===== config.mk =====
export PLATFORM = sky130hd
export DESIGN_NAME = uart_hex_rx
export DESIGN_NICKNAME = d
export VERILOG_FILES = /design/src/rtl/uart_hex_rx.sv
export SDC_FILE = /design/constraint.sdc
export NUM_CORES = 1
export LEC_CHECK = 0
export BUFFER_PORTS_ARGS = -buffer_cell sky130_fd_sc_hd__buf_2
export CORE_MARGIN = 4
export CORE_UTILIZATION = 45
export DETAILED_ROUTE_END_ITERATION = 10
export GPL_TIMING_DRIVEN = 0
export PLACE_DENSITY_LB_ADDON = 0.12
export SYNTH_ARGS = -nofsm -noshare
export SYNTH_HDL_FRONTEND = slang
export SYNTH_SLANG_ARGS = --single-unit

===== constraint.sdc =====
create_clock -name clk -period 2.46 [get_ports clk]
set_input_delay 0.123 -clock clk [delete_from_list [all_inputs] [get_ports clk]]
set_output_delay 0.123 -clock clk [all_outputs]
set_load 0.05 [all_outputs]

===== src/rtl/uart_hex_rx.sv =====
// uart_hex_rx: UART receiver (8N1, LSB first, idle high) feeding an ASCII-hex
// command parser. Each pair of hex digits from the host becomes one byte.
//
// Ports:
//   clk        - system clock, single domain
//   rst        - synchronous reset, active-high
//   fpga_rx    - asynchronous serial input, idle high
//   rx_char    - last correctly framed character (valid with char_valid)
//   char_valid - one-cycle pulse per correctly framed character
//   data       - assembled byte, high nibble first; holds until next byte
//   data_valid - one-cycle pulse when data updates
//   frame_err  - one-cycle pulse when the stop bit samples low
//   hex_err    - one-cycle pulse for a character that is neither hex nor separator
module uart_hex_rx #(
  parameter int unsigned CLKS_PER_BIT = 104,
  parameter int unsigned CTR_W        = 8
) (
  input  logic       clk,
  input  logic       rst,
  input  logic       fpga_rx,
  output logic [7:0] rx_char,
  output logic       char_valid,
  output logic [7:0] data,
  output logic       data_valid,
  output logic       frame_err,
  output logic       hex_err
);

  typedef enum logic [2:0] {
    S_IDLE,
    S_START,
    S_DATA,
    S_STOP,
    S_WAIT_IDLE
  } state_t;

  localparam logic [CTR_W-1:0] HALF_M1 = CTR_W'(CLKS_PER_BIT / 2 - 1);
  localparam logic [CTR_W-1:0] FULL_M1 = CTR_W'(CLKS_PER_BIT - 1);
  localparam logic [CTR_W-1:0] CTR_ONE = CTR_W'(1);

  // Receiver state
  logic             rx_meta_q, rx_meta_d;
  logic             rxs_q, rxs_d;
  state_t           state_q, state_d;
  logic [CTR_W-1:0] ctr_q, ctr_d;
  logic [2:0]       bit_idx_q, bit_idx_d;
  logic [7:0]       shreg_q, shreg_d;
  logic [7:0]       rx_char_q, rx_char_d;
  logic             char_valid_q, char_valid_d;
  logic             frame_err_q, frame_err_d;

  // Parser state
  logic             pending_q, pending_d;
  logic [3:0]       high_q, high_d;
  logic [7:0]       data_q, data_d;
  logic             data_valid_q, data_valid_d;
  logic             hex_err_q, hex_err_d;

  logic [4:0]       dec;        // {is_hex, nibble}
  logic             is_sep;

  // Low nibble of the ASCII code already equals the digit for '0'-'9'; for
  // 'A'-'F' / 'a'-'f' the low nibble is 1..6, so adding 9 yields 10..15.
  function automatic logic [4:0] hex_decode(input logic [7:0] c);
    logic [4:0] r;
    r = '0;
    if (c >= 8'h30 && c <= 8'h39) begin
      r = {1'b1, c[3:0]};
    end else if ((c >= 8'h41 && c <= 8'h46) || (c >= 8'h61 && c <= 8'h66)) begin
      r = {1'b1, c[3:0] + 4'd9};
    end
    return r;
  endfunction

  always_comb begin
    rx_meta_d    = fpga_rx;
    rxs_d        = rx_meta_q;
    state_d      = state_q;
    ctr_d        = ctr_q;
    bit_idx_d    = bit_idx_q;
    shreg_d      = shreg_q;
    rx_char_d    = rx_char_q;
    char_valid_d = 1'b0;
    frame_err_d  = 1'b0;

    unique case (state_q)
      S_IDLE: begin
        if (!rxs_q) begin
          state_d = S_START;
          ctr_d   = '0;
        end
      end
      S_START: begin
        if (ctr_q == HALF_M1) begin
          if (rxs_q) begin
            state_d = S_IDLE;      // glitch, not a real start bit
          end else begin
            state_d   = S_DATA;
            ctr_d     = '0;
            bit_idx_d = '0;
          end
        end else begin
          ctr_d = ctr_q + CTR_ONE;
        end
      end
      S_DATA: begin
        if (ctr_q == FULL_M1) begin
          shreg_d[bit_idx_q] = rxs_q;
          ctr_d              = '0;
          if (bit_idx_q == 3'd7) begin
            state_d = S_STOP;
          end else begin
            bit_idx_d = bit_idx_q + 3'd1;
          end
        end else begin
          ctr_d = ctr_q + CTR_ONE;
        end
      end
      S_STOP: begin
        if (ctr_q == FULL_M1) begin
          ctr_d = '0;
          if (rxs_q) begin
            char_valid_d = 1'b1;
            rx_char_d    = shreg_q;
            state_d      = S_IDLE;
          end else begin
            frame_err_d = 1'b1;
            state_d     = S_WAIT_IDLE;
          end
        end else begin
          ctr_d = ctr_q + CTR_ONE;
        end
      end
      S_WAIT_IDLE: begin
        // A held break reports once; only a return to idle re-arms the receiver.
        if (rxs_q) begin
          state_d = S_IDLE;
        end
      end
      default: state_d = S_IDLE;
    endcase
  end

  always_comb begin
    pending_d    = pending_q;
    high_d       = high_q;
    data_d       = data_q;
    data_valid_d = 1'b0;
    hex_err_d    = 1'b0;
    dec          = hex_decode(rx_char_q);
    is_sep       = (rx_char_q == 8'h0D) || (rx_char_q == 8'h0A) || (rx_char_q == 8'h20);

    if (char_valid_q) begin
      if (dec[4]) begin
        if (pending_q) begin
          data_d       = {high_q, dec[3:0]};
          data_valid_d = 1'b1;
          pending_d    = 1'b0;
        end else begin
          high_d    = dec[3:0];
          pending_d = 1'b1;
        end
      end else if (is_sep) begin
        pending_d = 1'b0;
      end else begin
        hex_err_d = 1'b1;
        pending_d = 1'b0;
      end
    end
  end

  always_ff @(posedge clk) begin
    if (rst) begin
      rx_meta_q    <= 1'b1;
      rxs_q        <= 1'b1;
      state_q      <= S_IDLE;
      ctr_q        <= '0;
      bit_idx_q    <= '0;
      shreg_q      <= '0;
      rx_char_q    <= '0;
      char_valid_q <= 1'b0;
      frame_err_q  <= 1'b0;
      pending_q    <= 1'b0;
      high_q       <= '0;
      data_q       <= '0;
      data_valid_q <= 1'b0;
      hex_err_q    <= 1'b0;
    end else begin
      rx_meta_q    <= rx_meta_d;
      rxs_q        <= rxs_d;
      state_q      <= state_d;
      ctr_q        <= ctr_d;
      bit_idx_q    <= bit_idx_d;
      shreg_q      <= shreg_d;
      rx_char_q    <= rx_char_d;
      char_valid_q <= char_valid_d;
      frame_err_q  <= frame_err_d;
      pending_q    <= pending_d;
      high_q       <= high_d;
      data_q       <= data_d;
      data_valid_q <= data_valid_d;
      hex_err_q    <= hex_err_d;
    end
  end

  assign rx_char    = rx_char_q;
  assign char_valid = char_valid_q;
  assign data       = data_q;
  assign data_valid = data_valid_q;
  assign frame_err  = frame_err_q;
  assign hex_err    = hex_err_q;

endmodule


Word-level counts from Yosys, hierarchy flattened
Index checks and enable logic that the tools add are counted.

Register bits: 49. Input port bits: 3. Output and inout bits: 20. Word-level logic and storage cells: 97.

$add $sub $neg: 3. $lt $le $gt $ge: 8. Equality and inequality tests: 18. Muxes and demuxes: 29. Bitwise operators: 5. Reduce and logical (&&, ||, !) cells: 20.

Operators by type and width (number): $mux W3 (11); $mux W8 (3); $pmux W8 S3 (1); $eq A8 B4 Y1 const B (2); $eq A8 B6 Y1 const B (2); $ge A8 B7 Y1 const B (2); $le A8 B7 Y1 const B (2); $ne A2 B2 Y1 const B (8); $pmux W3 S5 (1); $mux W5 (2); $reduce_and A3 Y1 (3); $reduce_or A3 Y1 (3); $add A8 B1 Y8 const B (1); $bwmux W8 (1); $eq A8 B7 Y1 const B (1); $ge A8 B6 Y1 const B (1); $le A8 B6 Y1 const B (1); $mux W1 (7); $eq A3 B2 Y1 const B (2); $eq A3 B3 Y1 const B (2); $pmux W3 S2 (1); $reduce_and A6 Y1 (1); $not A1 Y1 (5); $reduce_and A5 Y1 (1); other kinds (14) (19).

Longest topological paths before layout
Gate-level depths: netlist (run 1).

Word-level depth: 7. Depth in mapped cells: 7. Depth with buffers taken out: 6.

Least setup slack after synthesis (run 1)
OpenSTA, ideal clock, no wires.

Path kind: register -> register. From: register rx_char_q[0], in the netlist rx_char[0]. To: register data_q[0], in the netlist data[0]. Library setup time: 0.079 ns. Arrival: 2.259 ns. Required time: 2.381 ns. Setup slack: 0.121 ns. Cell stages (with the launch flop): 8. Buffers on the path: 1. Clock period less this slack: 2.339 ns. Cell sequence: dfxtp_1 -> inv_1 -> ha_1 -> nor3b_1 -> or4_1 -> buf_2 -> and3b_1 -> a211oi_2.

Cells in the longest elaborated chain, start to end: 6. Elaborated cells on any way between the ends: 14. Classes of those cells: add/sub: 1; order compare: 6; mux: 2; reduce/logical: 5.

RTL lines: start: declaration (RTL line 48) `logic [7:0] rx_char_q, rx_char_d;`; start signal: assignment (RTL line 195) `rx_char_q <= rx_char_d;`; $ge A8 B7 Y1 or $le A8 B7 Y1 (tied branches) (RTL line 69) `end else if ((c >= 8'h41 && c <= 8'h46) || (c >= 8'h61 && c <= 8'h66)) begin`; $logic_and A1 B1 Y1 (RTL line 69); $logic_or A1 B1 Y1 (RTL line 69); $mux W5 (RTL line 69); $mux W5 (*) (RTL line 67) `if (c >= 8'h30 && c <= 8'h39) begin`; $reduce_and A3 Y1 (no source line); end signal: assignment (RTL line 200) `data_q <= data_d;`; end: declaration (RTL line 55) `logic [7:0] data_q, data_d;`.

Every way passes the cells marked *; elsewhere a longest branch is shown, timed or not. A chain may end at the register's enable or synchronous reset.

Final worst setup path (run 1)
From: register ctr_q[0]. To: register shreg_q[3].

Cells in the longest elaborated chain, start to end: 2.

RTL lines: start: declaration (RTL line 45) `logic [CTR_W-1:0] ctr_q, ctr_d;`; start signal: assignment (RTL line 192) `ctr_q <= ctr_d;`; $eq A8 B7 Y1 (RTL line 107) `if (ctr_q == FULL_M1) begin`; $reduce_and A2 Y1 (no source line); end signal: assignment (RTL line 194) `shreg_q <= shreg_d;`; end: declaration (RTL line 47) `logic [7:0] shreg_q, shreg_d;`.

Every way passes these cells.

==> flow_summary.ini, run 1 <==
[worst_setup_path]
ff2ff_setup_slack_ps = 220
r2r-end = shreg_q[3]$_SDFFE_PP0P_
critPathSlowestCell = or4_4
cp.arrival_ps = 2480
crit_path_end_kind = register
cp.depth = 5
crit_end = shreg_q[3]$_SDFFE_PP0P_
rr_worst_depth = 5
required_ps = 2690
r2r-start = ctr_q[0]$_SDFFE_PP0P_
crit_start = ctr_q[0]$_SDFFE_PP0P_
cp_max_fo = 5
cp_slowest_stage_delay_ps = 570
crit_path_start_kind = register
crit_family = simple AND/OR/NAND/NOR gates
critPathKind = register to register
crit_buf_inv = 0
cp_cell_sequence = ha_1 -> or3b_4 -> or4_4 -> nor3b_1 -> mux2i_1

[clock_tree]
cts_root_buffer = clkbuf_8
clock-sinks = 49
numCtsBuffers = 5
ctsLongestPathBuffers = 2
cts_tree = yes
cts_resized = 0
clk_latency_ps = 300
clk_pin_slew_ps = 90
htree_num_levels = 2

[final_layout]
nNetsFinal = 325
multi_input_area_sq_mm = 0.00140
num_antenna_cells = 0
drive_gt1_share_pct = 15.2
syn_to_final_growth_pct = 13.9
fillers = 508
register_area_sq_um = 981

[synthesis]
synth-seq-cells = 49
yosysWarnings = 0
synth_cell_types = 58
synthArstFlopShare_pct = 0
synth_fp_nets = 295
syn_area_sq_mm = 0.00249
syn-instance-count = 285
ys.flop_type = dfxtp_1
synth-edff-count = 0
syn_area_per_cell_sq_um = 8.74
yosysSeqAreaShare_pct = 39.4

[global_routing]
antenna_found_initial = 0
grt_pass1_wl_um = 9940
gr-total-overflow = 0
grt_max_degree = 17
grtUsageTotal_pct = 18.8
grt_pass1_vias = 2050

[placed_design]
dpl.hpwl_um = 4130
numPortBuffers = 22
place.gp.congestion = 0.833

[die]
start_util_pct = 47.5
core_area_sq_mm = 0.00524
io_pins = 23
dieArea_sq_mm = 0.00679
die_h_um = 82.4
core.rowCount = 26
die_w_um = 82.4

[sta]
rsz0062_at_grt = no
clock_skew_ps = 6.27
fin_setup_tns_ps = 0
holdWs_ps = 259
layout_min_cycle_time_ps = 2240
relSlewSlack_pct = 52.8
tightestPinTransition_ps = 704
hold_viol = 0
setup_viol = 0
fmax_mhz = 446
post-route-period-util_pct = 91.1
finalMaxSlewViolations = 0

[pwr]
power_density_mw_per_mm2 = 544
power_uw = 1540
leakagePower_uw = 0.00103
peakVddDrop_mv = 0.365

[drt]
wl_um = 5780
drt-initial-drc-count = 144
ant_nets = 0
via_count = 2200
routedWlPerCell_um = 15.0
dr.pass1.iters = 5
remaining_drc_errors = 0
avgViaCountPerCell = 5.70

[job]
max-cap-violations = 0

[outcome]
status = complete, no violations

[worst_hold_path]
hold_class = input port to register
[stage by stage]
step	std cells	setup slack (ps)	utilization [%]	instance area, sq um
final	386	218	54.1	2840
after global routing	386	56.5	54.1	2840
after CTS	386	208	54.1	2840
after detailed placement	377	231	51.3	2690
after global placement	377	232	51.3	2690
after floorplan	285	121	-	2490
[cells by family after synthesis]
family | Yosys count | synth area share, %
flip-flops | 49 | 39.4
XOR/XNOR | 2 | 0.704
multiplexers | 18 | 7.24
AND/OR/NAND/NOR | 113 | 26.4
adder cells (fa/ha/maj) | 7 | 3.52
buffers and inverters | 29 | 4.52
AO/OA/AOI/OAI | 67 | 18.2
[synthesized netlist by cell type, types with 6 or more instances]
library cell | count | area share (%)
nand2_1 | 29 | 4.4
ha_1 | 7 | 3.5
nor3_1 | 8 | 1.6
nor4_1 | 6 | 1.5
dfxtp_1 | 49 | 39
mux2i_1 | 18 | 7.2
o21ai_0 | 14 | 2.8
a21oi_1 | 14 | 2.8
clkbuf_1 | 10 | 1.5
nand2b_1 | 6 | 1.5
nand3_1 | 10 | 2.0
inv_1 | 14 | 2.1
nor2_1 | 15 | 2.3
[how the worst min path moves through the flow]
| stage | from | end | slack (ps) | depth (start not counted) |
|---|---|---|---|---|
| 2_1_floorplan | fpga_rx | rx_meta_q$_SDFF_PP1_ | 230 | 1 |
| 3_3_place_gp | fpga_rx | rx_meta_q$_SDFF_PP1_ | 310 | 2 |
| 6_report | rst | bit_idx_q[0]$_SDFFE_PP0P_ | 260 | 3 |
| 4_1_cts | rst | bit_idx_q[0]$_SDFFE_PP0P_ | 240 | 3 |
| 5_1_grt | rst | bit_idx_q[0]$_SDFFE_PP0P_ | 270 | 3 |
| 3_5_place_dp | fpga_rx | rx_meta_q$_SDFF_PP1_ | 310 | 2 |
[registers in the layout, summed over array words and instances, names as in the netlist]
signal,count
rx_char,8
hex_err,1
data_valid,1
rx_meta_q,1
ctr_q,8
high_q,4
frame_err,1
shreg_q,8
char_valid,1
bit_idx_q,3
data,8
rxs_q,1
state_q,3
pending_q,1
[repair_timing]
action	in CTS	in global routing
hold buffers	1	0
buffers inserted	0	0
endpoints found under the hold margin	1	0
[layer usage]
layer / vias to the layer above / share of wire [%] / GRT usage (%)
li1: 1111 / - / -
met1: 1035 / 48 / 26.4
met2: 50 / 46 / 30.3
met3: 4 / 5.0 / 2.93
met4: 0 / 0.33 / 4.49
met5: - / 0 / 0
[cell usage in the layout (no fill, tap or decap), drive strengths merged, types with 6 or more instances in the layout]
master,instances
dfxtp,49
nand2,29
buf,27
mux2i,18
nor2,15
inv,15
o21ai,15
clkbuf,15
a21oi,14
nand3,10
nor3,10
ha,7
nand2b,6
nor4,6
[worst register-to-register path, cell delays in order, from the launching register on]
cell and delay (ps):
dfxtp_1 410, ha_1 280, or3b_4 440, or4_4 570
nor3b_1 270, mux2i_1 200
[where the power goes]
| part | total, uW | internal (uW) | switching (uW) |
|---|---|---|---|
| Clock | 686 | 409 | 277 |
| Sequential | 802 | 797 | 4.86 |
| Combinational | 54.8 | 15.9 | 38.9 |
[cell type report]
type | instances | area share, %
flip-flops and latches | 49 | 34.6
inverters | 14 | 1.85
well taps | 70 | 3.09
plain buffers | 15 | 2.12
multi-input cells | 207 | 49.2
repair buffers | 23 | 4.24
clock inverters | 3 | 2.43
clock buffers | 5 | 2.43
Note: power is estimated with default switching activity, not from simulation.
==> run 2, diff against run 1 <==
==> constraint.sdc (replaced) <==
create_clock -name clk -period 2.4 [get_ports clk]
set_input_delay 0.12 -clock clk [delete_from_list [all_inputs] [get_ports clk]]
set_output_delay 0.12 -clock clk [all_outputs]
set_load 0.05 [all_outputs]
==> flow_summary.ini, run 2 (synthesis gave the netlist of run 1 again) <==
[worst_setup_path]
cp_cell_sequence = ha_1 -> or3b_4 -> nor3_2 -> mux2i_1 -> nor2_1
cp_max_fo = 7
cp.arrival_ps = 2380
crit_buf_inv = 0
crit_path_start_kind = register
rr_worst_depth = 5
required_ps = 2580
ff2ff_setup_slack_ps = 200
critPathKind = register to register
cp_slowest_stage_delay_ps = 610
r2r-start = ctr_q[0]$_SDFFE_PP0P_
r2r-end = rx_char[4]$_SDFFE_PP0P_
crit_path_end_kind = register
crit_family = simple AND/OR/NAND/NOR gates
critPathSlowestCell = nor3_2

[final_layout]
layout_commonest_cell = dfxtp_1
register_area_sq_um = 981
syn_to_final_growth_pct = 14.1
final_cell_mix = dfxtp_1 (49), nand2_1 (29), buf_2 (25)
multi_input_area_sq_mm = 0.00140
fin_area_sq_mm = 0.00284
drive_gt1_share_pct = 15.5
fillers = 507
num_antenna_cells = 0
nNetsFinal = 325

[pwr]
leakagePower_uw = 0.00103
power_density_mw_per_mm2 = 557
peakVddDrop_mv = 0.372
power_uw = 1580

[global_routing]
antenna_found_initial = 0
grtUsageTotal_pct = 18.8
grt_max_degree = 17
gr-total-overflow = 0
grt_pass1_wl_um = 9940
grt_pass1_vias = 2050

[sta]
finalMaxSlewViolations = 0
layout_setup_ws_ps = 198
fmax_mhz = 454
tightestPinTransition_ps = 703
fin_setup_tns_ps = 0
rsz0062_at_grt = no
post-route-period-util_pct = 91.8
hold_viol = 0
setup_viol = 0
relSlewSlack_pct = 52.9
holdWs_ps = 255
layout_min_cycle_time_ps = 2200
clock_skew_ps = 6.50

[worst_hold_path]
min_to = bit_idx_q[0]$_SDFFE_PP0P_
hold_class = input port to register
holdPathStages = 3
worstHoldStart = rst

[drt]
wl_met3_um = 301
route.met2.wl_um = 2690
drt-initial-drc-count = 142
wl_um = 5800
m1WireLength_um = 2800
remaining_drc_errors = 0
routedWlPerCell_um = 15.0
ant_nets = 0
via_count = 2212
avgViaCountPerCell = 5.73
top_layer = met4
dr.pass1.iters = 6

[clock_tree]
cts_root_buffer = clkbuf_8
cts_tree = yes
htree_num_levels = 2
cts_setup_buffers = 0
clk_latency_ps = 300
clk_pin_slew_ps = 90
numCtsBuffers = 5
clock-sinks = 49
ctsLongestPathBuffers = 2

[placed_design]
pre_cts_ws_ps = 171
placed_area_sq_mm = 0.00269
numPortBuffers = 22
place.gp.congestion = 0.833
dpl.hpwl_um = 4130

[die]
io_pins = 23
start_util_pct = 47.5
dieArea_sq_mm = 0.00679
die_h_um = 82.4
die_w_um = 82.4
core.rowCount = 26
core_area_sq_mm = 0.00524

[outcome]
status = complete, no violations

[job]
max-cap-violations = 0
==> run 2: worst max-delay path by stage <==
stage,start,end,slack (ps),cells after the start
after floorplan,rx_char[0]$_SDFFE_PP0P_,data[0]$_SDFFE_PP0P_,60,7
after global placement,ctr_q[0]$_SDFFE_PP0P_,shreg_q[3]$_SDFFE_PP0P_,170,5
after detailed placement,ctr_q[0]$_SDFFE_PP0P_,shreg_q[3]$_SDFFE_PP0P_,170,5
after CTS,ctr_q[0]$_SDFFE_PP0P_,shreg_q[3]$_SDFFE_PP0P_,150,5
after global routing,ctr_q[0]$_SDFFE_PP0P_,rx_char[5]$_SDFFE_PP0P_,40,5
final,ctr_q[0]$_SDFFE_PP0P_,rx_char[4]$_SDFFE_PP0P_,200,5
==> run 2: through the flow <==
step,utilization [%],cells
after global routing,54.2,386
after floorplan,-,285
final,54.2,386
after CTS,54.1,386
after global placement,51.3,377
after detailed placement,51.3,377
==> run 2: final cells by class <==
type,instances,share of cell area (%)
clock inverters,3,2.42
clock buffers,5,2.42
multi-input cells,207,49.3
repair buffers,23,4.23
flip-flops and latches,49,34.5
inverters,14,1.85
well taps,70,3.08
plain buffers,15,2.11
==> run 2: layer usage <==
layer	up-vias	global-route usage (%)
met2	57	30.3
met1	1041	26.4
met5	-	0
met3	2	2.93
met4	0	4.49
li1	1112	-
==> run 2: timing repair <==
item,in CTS,in global routing
endpoints found under the setup margin,0,1
hold endpoints to repair,1,0
hold buffers,1,0
gates resized for setup,0,1
==> run 2: worst min-delay path, stage by stage <==
cell and delay [ps]:
buf_2 190, or3_1 140, mux2i_1 50
==> run 2: power breakdown <==
part / internal [uW] / switching (uW)
registers: 817 / 5.01
clock network: 420 / 282
logic: 16.3 / 40.5
total: 1250 / 328
==> run 3, diff against run 2 <==
--- a/config.mk
+++ b/config.mk
@@ -5,12 +5,14 @@
 export SDC_FILE = /design/constraint.sdc
 export NUM_CORES = 1
 export LEC_CHECK = 0
+export ABC_CLOCK_PERIOD_IN_PS = 2400
 export BUFFER_PORTS_ARGS = -buffer_cell sky130_fd_sc_hd__buf_2
+export CORE_ASPECT_RATIO = 1.2
 export CORE_MARGIN = 4
 export CORE_UTILIZATION = 45
 export DETAILED_ROUTE_END_ITERATION = 10
 export GPL_TIMING_DRIVEN = 0
-export PLACE_DENSITY_LB_ADDON = 0.12
+export PLACE_DENSITY = 0.67
 export SYNTH_ARGS = -nofsm -noshare
 export SYNTH_HDL_FRONTEND = slang
 export SYNTH_SLANG_ARGS = --single-unit
==> flow_summary.ini, run 3 (synthesis gave the netlist of run 1 again) <==
[global_routing]
grtUsageTotal_pct = 17.8
grt_pass1_vias = 2098
grt_max_degree = 17
gr-total-overflow = 0
antenna_found_initial = 0
grt_pass1_wl_um = 9910

[drt]
routedWlPerCell_um = 15.1
wl_um = 5700
drt-initial-drc-count = 74
remaining_drc_errors = 0
via_count = 2211
avgViaCountPerCell = 5.85
ant_nets = 0
dr.pass1.iters = 4

[pwr]
leakagePower_uw = 0.00101
power_density_mw_per_mm2 = 495
peakVddDrop_mv = 0.226
power_uw = 1380

[worst_setup_path]
required_ps = 2630
critPathKind = register to register
cp_max_fo = 5
crit_path_end_kind = register
cp.arrival_ps = 2510
crit_path_start_kind = register

[sta]
fmax_mhz = 440
rsz0062_at_grt = no
fin_setup_tns_ps = 0
tightestPinTransition_ps = 701
setup_viol = 0
finalMaxSlewViolations = 0
holdWs_ps = 221
post-route-period-util_pct = 94.8
layout_min_cycle_time_ps = 2280
clock_skew_ps = 8.67
relSlewSlack_pct = 53.1
hold_viol = 0

[clock_tree]
htree_num_levels = 2
ctsLongestPathBuffers = 2
clk_latency_ps = 310
cts_tree = yes
numCtsBuffers = 5
clk_pin_slew_ps = 100
clock-sinks = 49
cts_root_buffer = clkbuf_8

[job]
max-cap-violations = 0

[final_layout]
drive_gt1_share_pct = 15.5
layout_commonest_cell = dfxtp_1
nNetsFinal = 325
fillers = 514
final_cell_mix = dfxtp_1 (49), nand2_1 (29), buf_2 (25)
finalNonFillerCells = 378
num_antenna_cells = 0
syn_to_final_growth_pct = 11.8

[outcome]
status = complete, no violations

[die]
start_util_pct = 46.7
dieArea_sq_mm = 0.00679
die_w_um = 75.9
die_h_um = 89.5
io_pins = 23
core.rowCount = 29
core_area_sq_mm = 0.00533

[placed_design]
dp.cells = 369
place.gp.congestion = 0.882
numPortBuffers = 22
dpl.hpwl_um = 4120

[worst_hold_path]
hold_class = input port to register
==> run 3: cell count changes in the layout (fill, tap and decap cells not counted) <==
cell,delta
bufinv_16,-2
clkinv_2,+1
clkinvlp_4,+1
nor3b_1,+1
nor3b_2,-1
nor4_1,-1
nor4_2,+1
==> run 3: cell type report <==
type	count	area, sq um	area share [%]
timing repair buffer	23	120	4.31
clock buffer	5	68.8	2.47
clock inverter	3	21.3	0.764
buffer	15	60.1	2.16
sequential	49	981	35.2
inverter	14	52.6	1.89
tap	62	77.6	2.79
multi-input combinational	207	1400	50.4
==> run 3: metrics by stage <==
step / cell area [sq um] / worst slack [ps] / utilization (%)
2_1_floorplan: 2490 / 61.4 / -
3_5_place_dp: 2680 / 195 / 50.2
5_1_grt: 2780 / 5.12 / 52.2
3_3_place_gp: 2680 / 169 / 50.2
6_report: 2780 / 125 / 52.2
4_1_cts: 2780 / 129 / 52.1
==> run 3: per-layer routing <==
layer | wire (um) | global-route usage [%] | up-vias
met5 | 0 | 0 | -
met4 | 152 | 7.93 | 0
met3 | 237 | 3.33 | 13
met2 | 2850 | 31.2 | 55
met1 | 2460 | 21.3 | 1035
li1 | - | - | 1108
==> run 3: final timing paths <==
kind | start | end | slack [ps] | cells past startpoint
worst max-delay path | ctr_q[0]$_SDFFE_PP0P_ | shreg_q[3]$_SDFFE_PP0P_ | 120 | 5
worst min-delay path | rst | bit_idx_q[0]$_SDFFE_PP0P_ | 220 | 3
worst max register to register | ctr_q[0]$_SDFFE_PP0P_ | shreg_q[3]$_SDFFE_PP0P_ | 120 | 5
worst min register to register | rx_meta_q$_SDFF_PP1_ | rxs_q$_SDFF_PP1_ | 430 | 1
==> run 3: worst max-delay path, cell delays in order (launching register included) <==
cell,delay (ps)
dfxtp_1,430
ha_1,270
or3b_4,450
or4_4,570
nor3b_1,280
mux2i_1,200
==> run 3: repair_timing <==
| item | in CTS | in global routing |
|---|---|---|
| setup buffers | 0 | 0 |
| setup endpoints to repair | 0 | 4 |
| hold buffers | 1 | 0 |
| endpoints found under the hold margin | 1 | 0 |
| resized for setup | 0 | 1 |
==> run 3: where the power goes <==
part	total [uW]	internal [uW]	switching [uW]	leakage [uW]
Sequential	823	817	5.17	0.000395
Combinational	54.5	16.1	38.5	0.000565
Clock	502	207	294	0.0000445
